## config.mk

```make
export PLATFORM = sky130hd
export DESIGN_NAME = md_sched
export DESIGN_NICKNAME = d
export VERILOG_FILES = /design/src/rtl/md_pkg.sv /design/src/rtl/md_sched.sv
export SDC_FILE = /design/constraint.sdc
export NUM_CORES = 1
export LEC_CHECK = 0
export CORE_MARGIN = 10
export CORE_UTILIZATION = 37
export DETAILED_ROUTE_END_ITERATION = 8
export GPL_ROUTABILITY_DRIVEN = 0
export HOLD_SLACK_MARGIN = 0.02
export PLACE_DENSITY = 0.75
export SYNTH_ARGS = -nofsm -noshare
export SYNTH_HDL_FRONTEND = slang
export SYNTH_SLANG_ARGS = --single-unit
```

## constraint.sdc

```tcl
create_clock -name clk -period 1.9 [get_ports clk]
set_clock_uncertainty 0.05 [all_clocks]
set_input_delay 0.19 -clock clk [delete_from_list [all_inputs] [get_ports clk]]
set_output_delay 0.19 -clock clk [all_outputs]
set_load 0.01 [all_outputs]
```

## src/rtl/md_pkg.sv

```systemverilog
// Shared definitions for the HI/LO multiply-divide sequencer.
// Contents: MD op encodings, FSM state enum, op-class helpers, and default
// latencies/counter width.
package md_pkg;

  // MD op encodings carried on op_code; 3'd6 and 3'd7 are unused and ignored.
  localparam logic [2:0] MD_MULT  = 3'd0;
  localparam logic [2:0] MD_MULTU = 3'd1;
  localparam logic [2:0] MD_DIV   = 3'd2;
  localparam logic [2:0] MD_DIVU  = 3'd3;
  localparam logic [2:0] MD_MTHI  = 3'd4;
  localparam logic [2:0] MD_MTLO  = 3'd5;

  localparam int DEF_MULT_LAT = 5;
  localparam int DEF_DIV_LAT  = 10;
  localparam int DEF_CNT_W    = 4;

  typedef enum logic {
    ST_IDLE = 1'b0,
    ST_RUN  = 1'b1
  } state_e;

  // Ops that occupy the unit for a multi-cycle latency.
  function automatic logic is_muldiv(input logic [2:0] op);
    return (op == MD_MULT) || (op == MD_MULTU) || (op == MD_DIV) || (op == MD_DIVU);
  endfunction

  function automatic logic is_div(input logic [2:0] op);
    return (op == MD_DIV) || (op == MD_DIVU);
  endfunction

  function automatic logic is_signed_op(input logic [2:0] op);
    return (op == MD_MULT) || (op == MD_DIV);
  endfunction

endpackage

```

## src/rtl/md_sched.sv

```systemverilog
// Issue/sequencing controller for the HI/LO multiply-divide resource (E stage).
// Ports: clk/reset; op_valid/op_code/op_a/op_b/op_ready issue handshake; flush;
// md_use_d/stall_req hazard; busy; ar_* to/from the external arithmetic unit; hi/lo.
module md_sched
  import md_pkg::*;
#(
  parameter int MULT_LAT = DEF_MULT_LAT,
  parameter int DIV_LAT  = DEF_DIV_LAT,
  parameter int CNT_W    = DEF_CNT_W
) (
  input  logic        clk,
  input  logic        reset,
  input  logic        op_valid,
  input  logic [2:0]  op_code,
  input  logic [31:0] op_a,
  input  logic [31:0] op_b,
  output logic        op_ready,
  input  logic        flush,
  input  logic        md_use_d,
  output logic        stall_req,
  output logic        busy,
  output logic [31:0] ar_a,
  output logic [31:0] ar_b,
  output logic        ar_signed,
  input  logic [63:0] ar_prod,
  input  logic [31:0] ar_quo,
  input  logic [31:0] ar_rem,
  output logic [31:0] hi,
  output logic [31:0] lo
);

  // Counter load values: commit lands on the LAT-th edge after accept.
  localparam logic [CNT_W-1:0] MULT_CNT = CNT_W'(MULT_LAT - 1);
  localparam logic [CNT_W-1:0] DIV_CNT  = CNT_W'(DIV_LAT - 1);

  state_e            state_q, state_d;
  logic [CNT_W-1:0]  cnt_q, cnt_d;
  logic              div_q, div_d;
  logic [31:0]       ar_a_q, ar_a_d;
  logic [31:0]       ar_b_q, ar_b_d;
  logic              ar_signed_q, ar_signed_d;
  logic [31:0]       hi_q, hi_d;
  logic [31:0]       lo_q, lo_d;

  assign op_ready  = (state_q == ST_IDLE);
  assign busy      = (state_q == ST_RUN);
  assign stall_req = md_use_d & (busy | (op_valid & op_ready & is_muldiv(op_code)));
  assign ar_a      = ar_a_q;
  assign ar_b      = ar_b_q;
  assign ar_signed = ar_signed_q;
  assign hi        = hi_q;
  assign lo        = lo_q;

  always_comb begin
    state_d     = state_q;
    cnt_d       = cnt_q;
    div_d       = div_q;
    ar_a_d      = ar_a_q;
    ar_b_d      = ar_b_q;
    ar_signed_d = ar_signed_q;
    hi_d        = hi_q;
    lo_d        = lo_q;

    if (flush) begin
      // Cancel any in-flight op; nothing commits and no new op is taken.
      state_d = ST_IDLE;
      cnt_d   = '0;
    end else begin
      unique case (state_q)
        ST_IDLE: begin
          if (op_valid) begin
            if (is_muldiv(op_code)) begin
              ar_a_d      = op_a;
              ar_b_d      = op_b;
              ar_signed_d = is_signed_op(op_code);
              div_d       = is_div(op_code);
              cnt_d       = is_div(op_code) ? DIV_CNT : MULT_CNT;
              state_d     = ST_RUN;
            end else if (op_code == MD_MTHI) begin
              hi_d = op_a;
            end else if (op_code == MD_MTLO) begin
              lo_d = op_a;
            end
          end
        end
        ST_RUN: begin
          if (cnt_q != '0) begin
            cnt_d = cnt_q - CNT_W'(1);
          end else begin
            state_d = ST_IDLE;
            if (!div_q) begin
              hi_d = ar_prod[63:32];
              lo_d = ar_prod[31:0];
            end else if (ar_b_q == 32'd0) begin
              // Divide by zero: the arithmetic unit output is undefined.
              hi_d = ar_a_q;
              lo_d = 32'hFFFF_FFFF;
            end else if (ar_signed_q && ar_a_q == 32'h8000_0000 && ar_b_q == 32'hFFFF_FFFF) begin
              // Signed overflow case has no representable quotient.
              hi_d = 32'd0;
              lo_d = 32'h8000_0000;
            end else begin
              hi_d = ar_rem;
              lo_d = ar_quo;
            end
          end
        end
        default: begin
          state_d = ST_IDLE;
          cnt_d   = '0;
        end
      endcase
    end
  end

  always_ff @(posedge clk) begin
    if (reset) begin
      state_q     <= ST_IDLE;
      cnt_q       <= '0;
      div_q       <= 1'b0;
      ar_a_q      <= '0;
      ar_b_q      <= '0;
      ar_signed_q <= 1'b0;
      hi_q        <= '0;
      lo_q        <= '0;
    end else begin
      state_q     <= state_d;
      cnt_q       <= cnt_d;
      div_q       <= div_d;
      ar_a_q      <= ar_a_d;
      ar_b_q      <= ar_b_d;
      ar_signed_q <= ar_signed_d;
      hi_q        <= hi_d;
      lo_q        <= lo_d;
    end
  end

endmodule
```

==> qor.txt <==
Total power: 7.714 mW
Routed Antenna Nets: 0
Post-Syn Nets: 1147
Share of power burned in combinational logic: 20.3%
Transition at the pin with the smallest max-transition slack: 0.5720 ns
Area Growth Syn to Fin: 84.43%
Highest achievable clock rate: 0.4485 GHz
Internal reg-to-reg setup slack: -0.33 ns
Fraction of power consumed by the clock network: 41.2%
Share of total power consumed by net switching: 29.46%
Startpoint types: flip-flop
Fin. Hold Viols: 0
Most used flip-flop cell after synthesis: dfxtp_1
Power density cells: 625.0 nW/um^2
Critical path capture point: lo[14]
Critical setup path kind: flip-flop to flip-flop
Total routed wirelength: 34590 um
Via count of the routed design: 8862
Clk sink count: 135
Clk slew on worst S/H paths: 0.06 ns
RSZ-0062 raised after global routing: true
Number of hold buffers added after CTS: 0
Clk_lat worst skew: 0.42 ns
TritonCTS clock tree: built
Number of standard-cell rows in the floorplan: 49
FFs w/ async S/R, synth: 0%
Final setup viols: 64
Vertical extent of the die: 154.5 um
Worst r2r dst: lo[14]
Post-DP Area: 10900 um^2
Internal Pwr Total: 5.442 mW
Commonest non-fill, non-tap cell in the layout: clkdlybuf4s50_1
Clock Tree Root: clkbuf_16
Count of nets after finishing: 1541
Number of cells traversed by the worst register-to-register path: 10
Total inserted antenna cells: 0
Worst Path Arrival: 2.48 ns
Fraction of layout cells with a size suffix above 1: 20.19%
Max-capacitance violation count: 0
Cell depth of the worst hold path: 2
Count of synthesis-stage warnings from yosys: 0
Area inside the core boundary: 17900 um^2
Post-synthesis instance total: 945
Worst vdd ir: 0.0006775 V
Ratio of routed vias to standard cells: 5.605
Data required time at the worst endpoint: 2.15 ns
Delay contributed by the slowest stage of the critical path: 0.40 ns
Worst-path fanout max: 8
Routed wire length per instance: 21.88 um
Worst setup path startpoint: cnt_q[1]
Global-route wire length before repair: 49960 um
Global-route usage over all layers: 26.21%
Mean cell area of the mapped netlist: 7.082 um^2
Number of clock buffers inserted by TritonCTS: 17
Global route total overflow: 0
Post-route standard cell area excluding fillers: 12340 um^2
Standby leakage power: 4.438 nW
Detailed-route DRC error count: 0
Most frequent cells in the layout: 327 x clkdlybuf4s50_1, 188 x nand2_1, 128 x dfxtp_1
Tightest slew margin relative to the limit: 61.86%
Portion of the post-synthesis area used by sequential elements: 40.38%
Type of destination of the critical path: flip-flop
Largest net degree at the start of global routing: 47
Total of flip-flops plus latches after synthesis: 135
Cell area after synthesis: 6693 um^2
Switching power: 2.272 mW
Clock H-tree levels: 4
Initial antenna violation count: 1
Share of total power in sequential cells: 38.5%
Post-route minimum period: 2.229 ns
Post-synth EDFFs: 0
Cell with the largest stage delay on the worst path: or3b_4
Number of design-rule violations left by the first detailed-router iteration: 636
Launching point of the worst reg2reg path: cnt_q[1]
Status: finished, violations left
Area enclosed by the die boundary: 23870 um^2
Final period utilization: 117.3%
IO Pins: 332
Worst hold path type: input pin to flip-flop
Ordered list of cells on the worst path: inv_2 > ha_1 > or3b_4 > a211oi_4 > a21boi_4 > buf_12 > clkbuf_16 > nand2_1 > a21oi_2 > a211oi_1
Vias in the first global route: 8674
Iteration count of the initial detailed-routing pass: 7
Placed wire-length estimate: 24640 um
Initial core utilization: 37.38%
Width of the die: 154.5 um
Buffers added on ports: 331
Count of different cell masters after synthesis: 42
Bufs on Longest Clock Path: 2
Failing checks: setup timing
Final Worst Setup Slack: -0.3295 ns
Max-slew violations: 0
## sequential cells by signal (all words and copies together), names as in the netlist
register and flops:
ar_b 32, busy 1, ar_a 32, ar_signed 1, cnt_q 4, hi 32
div_q 1, lo 32
## cells by family (layout without fill, tap and decap cells)
logic type                 after synthesis  in the layout  share of synthesized area, %
and+or+nand+nor                        449            449                         29.11
AOI/OAI and AO/OA                      272            272                         23.91
DFF                                    135            135                         40.38
buffers and inverters                   87            494                         6.225
adders and majority gates                2              2                        0.3738
## power by group through the flow
stage	Clock (mW)	Sequential [mW]	Combinational [mW]
finish	3.18	2.97	1.57
global route	3.34	2.97	1.66
CTS	3.20	2.96	1.47
detailed placement	0	3.03	1.43
global placement	0	3.02	1.43
floorplan	0	3.06	0.456
## per-layer routing
metal	up-vias	part of all wire, %	wire length [um]	GRT usage (%)
met2	478	48	16480	43.01
met5	-	0	0	0
li1	4120	-	-	-
met4	0	3.6	1247	10.80
met3	80	9.8	3396	7.820
met1	4184	39	13470	31.26
## area by class of cell
type | instances | area (um^2)
multi-input cells | 723 | 4035
repair buffers | 457 | 4728
well taps | 229 | 286.5
clock buffers | 17 | 425.4
inverters | 5 | 18.77
clock inverters | 15 | 135.1
flip-flops and latches | 135 | 2714
fillers | 1481 | 5559
## cells in the mapped netlist (8+ instances only)
master,n,area share [%]
a211oi_1,28,3.1
a311oi_1,32,4.2
nor2_1,106,5.9
dfxtp_1,135,40
nand2_1,199,11
clkbuf_1,55,3.1
nor4_1,14,1.3
o21ai_0,67,5.0
nand3_1,94,7.0
a21oi_1,134,10
buf_6,8,1.3
buf_2,12,0.90
nand4_1,9,0.84
## per-stage QoR
stage / setup TNS, ns / setup WS (ns) / utilization [%] / hold WS (ns) / cells
2_1_floorplan: -0.2304 / -0.01389 / - / 0.2760 / 945
3_3_place_gp: -11.73 / -0.2135 / 60.87 / 0.4207 / 1528
3_5_place_dp: -16.34 / -0.2612 / 60.87 / 0.4231 / 1528
4_1_cts: -12.31 / -0.2307 / 66.01 / 0.1960 / 1573
5_1_grt: -23.36 / -0.4368 / 68.95 / 0.2174 / 1581
6_report: -17.51 / -0.3295 / 68.95 / 0.2101 / 1581
## critical path, delay by kind of cell (launching register included)
family / cells / cell delay (ns)
DFF: 1 / 0.33
and+or+nand+nor: 2 / 0.49
AOI/OAI and AO/OA: 4 / 0.71
adders and majority gates: 1 / 0.12
buffers and inverters: 3 / 0.40
## how the worst min path moves through the flow
| stage | startpoint | end | slack [ns] |
|---|---|---|---|
| 3_5_place_dp | lo[31] | lo[31] | 0.42 |
| 2_1_floorplan | op_a[15] | ar_a[15] | 0.28 |
| 3_3_place_gp | lo[31] | lo[31] | 0.42 |
| 5_1_grt | reset | ar_b[3] | 0.22 |
| 4_1_cts | reset | ar_b[3] | 0.20 |
| 6_report | reset | ar_b[3] | 0.21 |
## repair_timing
action,CTS,global route
gates cloned,5,9
gates resized for setup,49,119
endpoints found under the setup margin,67,65
hold endpoints to repair,0,0
setup buffers,8,2
pin swaps,14,36
Power figures use the tool's default switching activity.
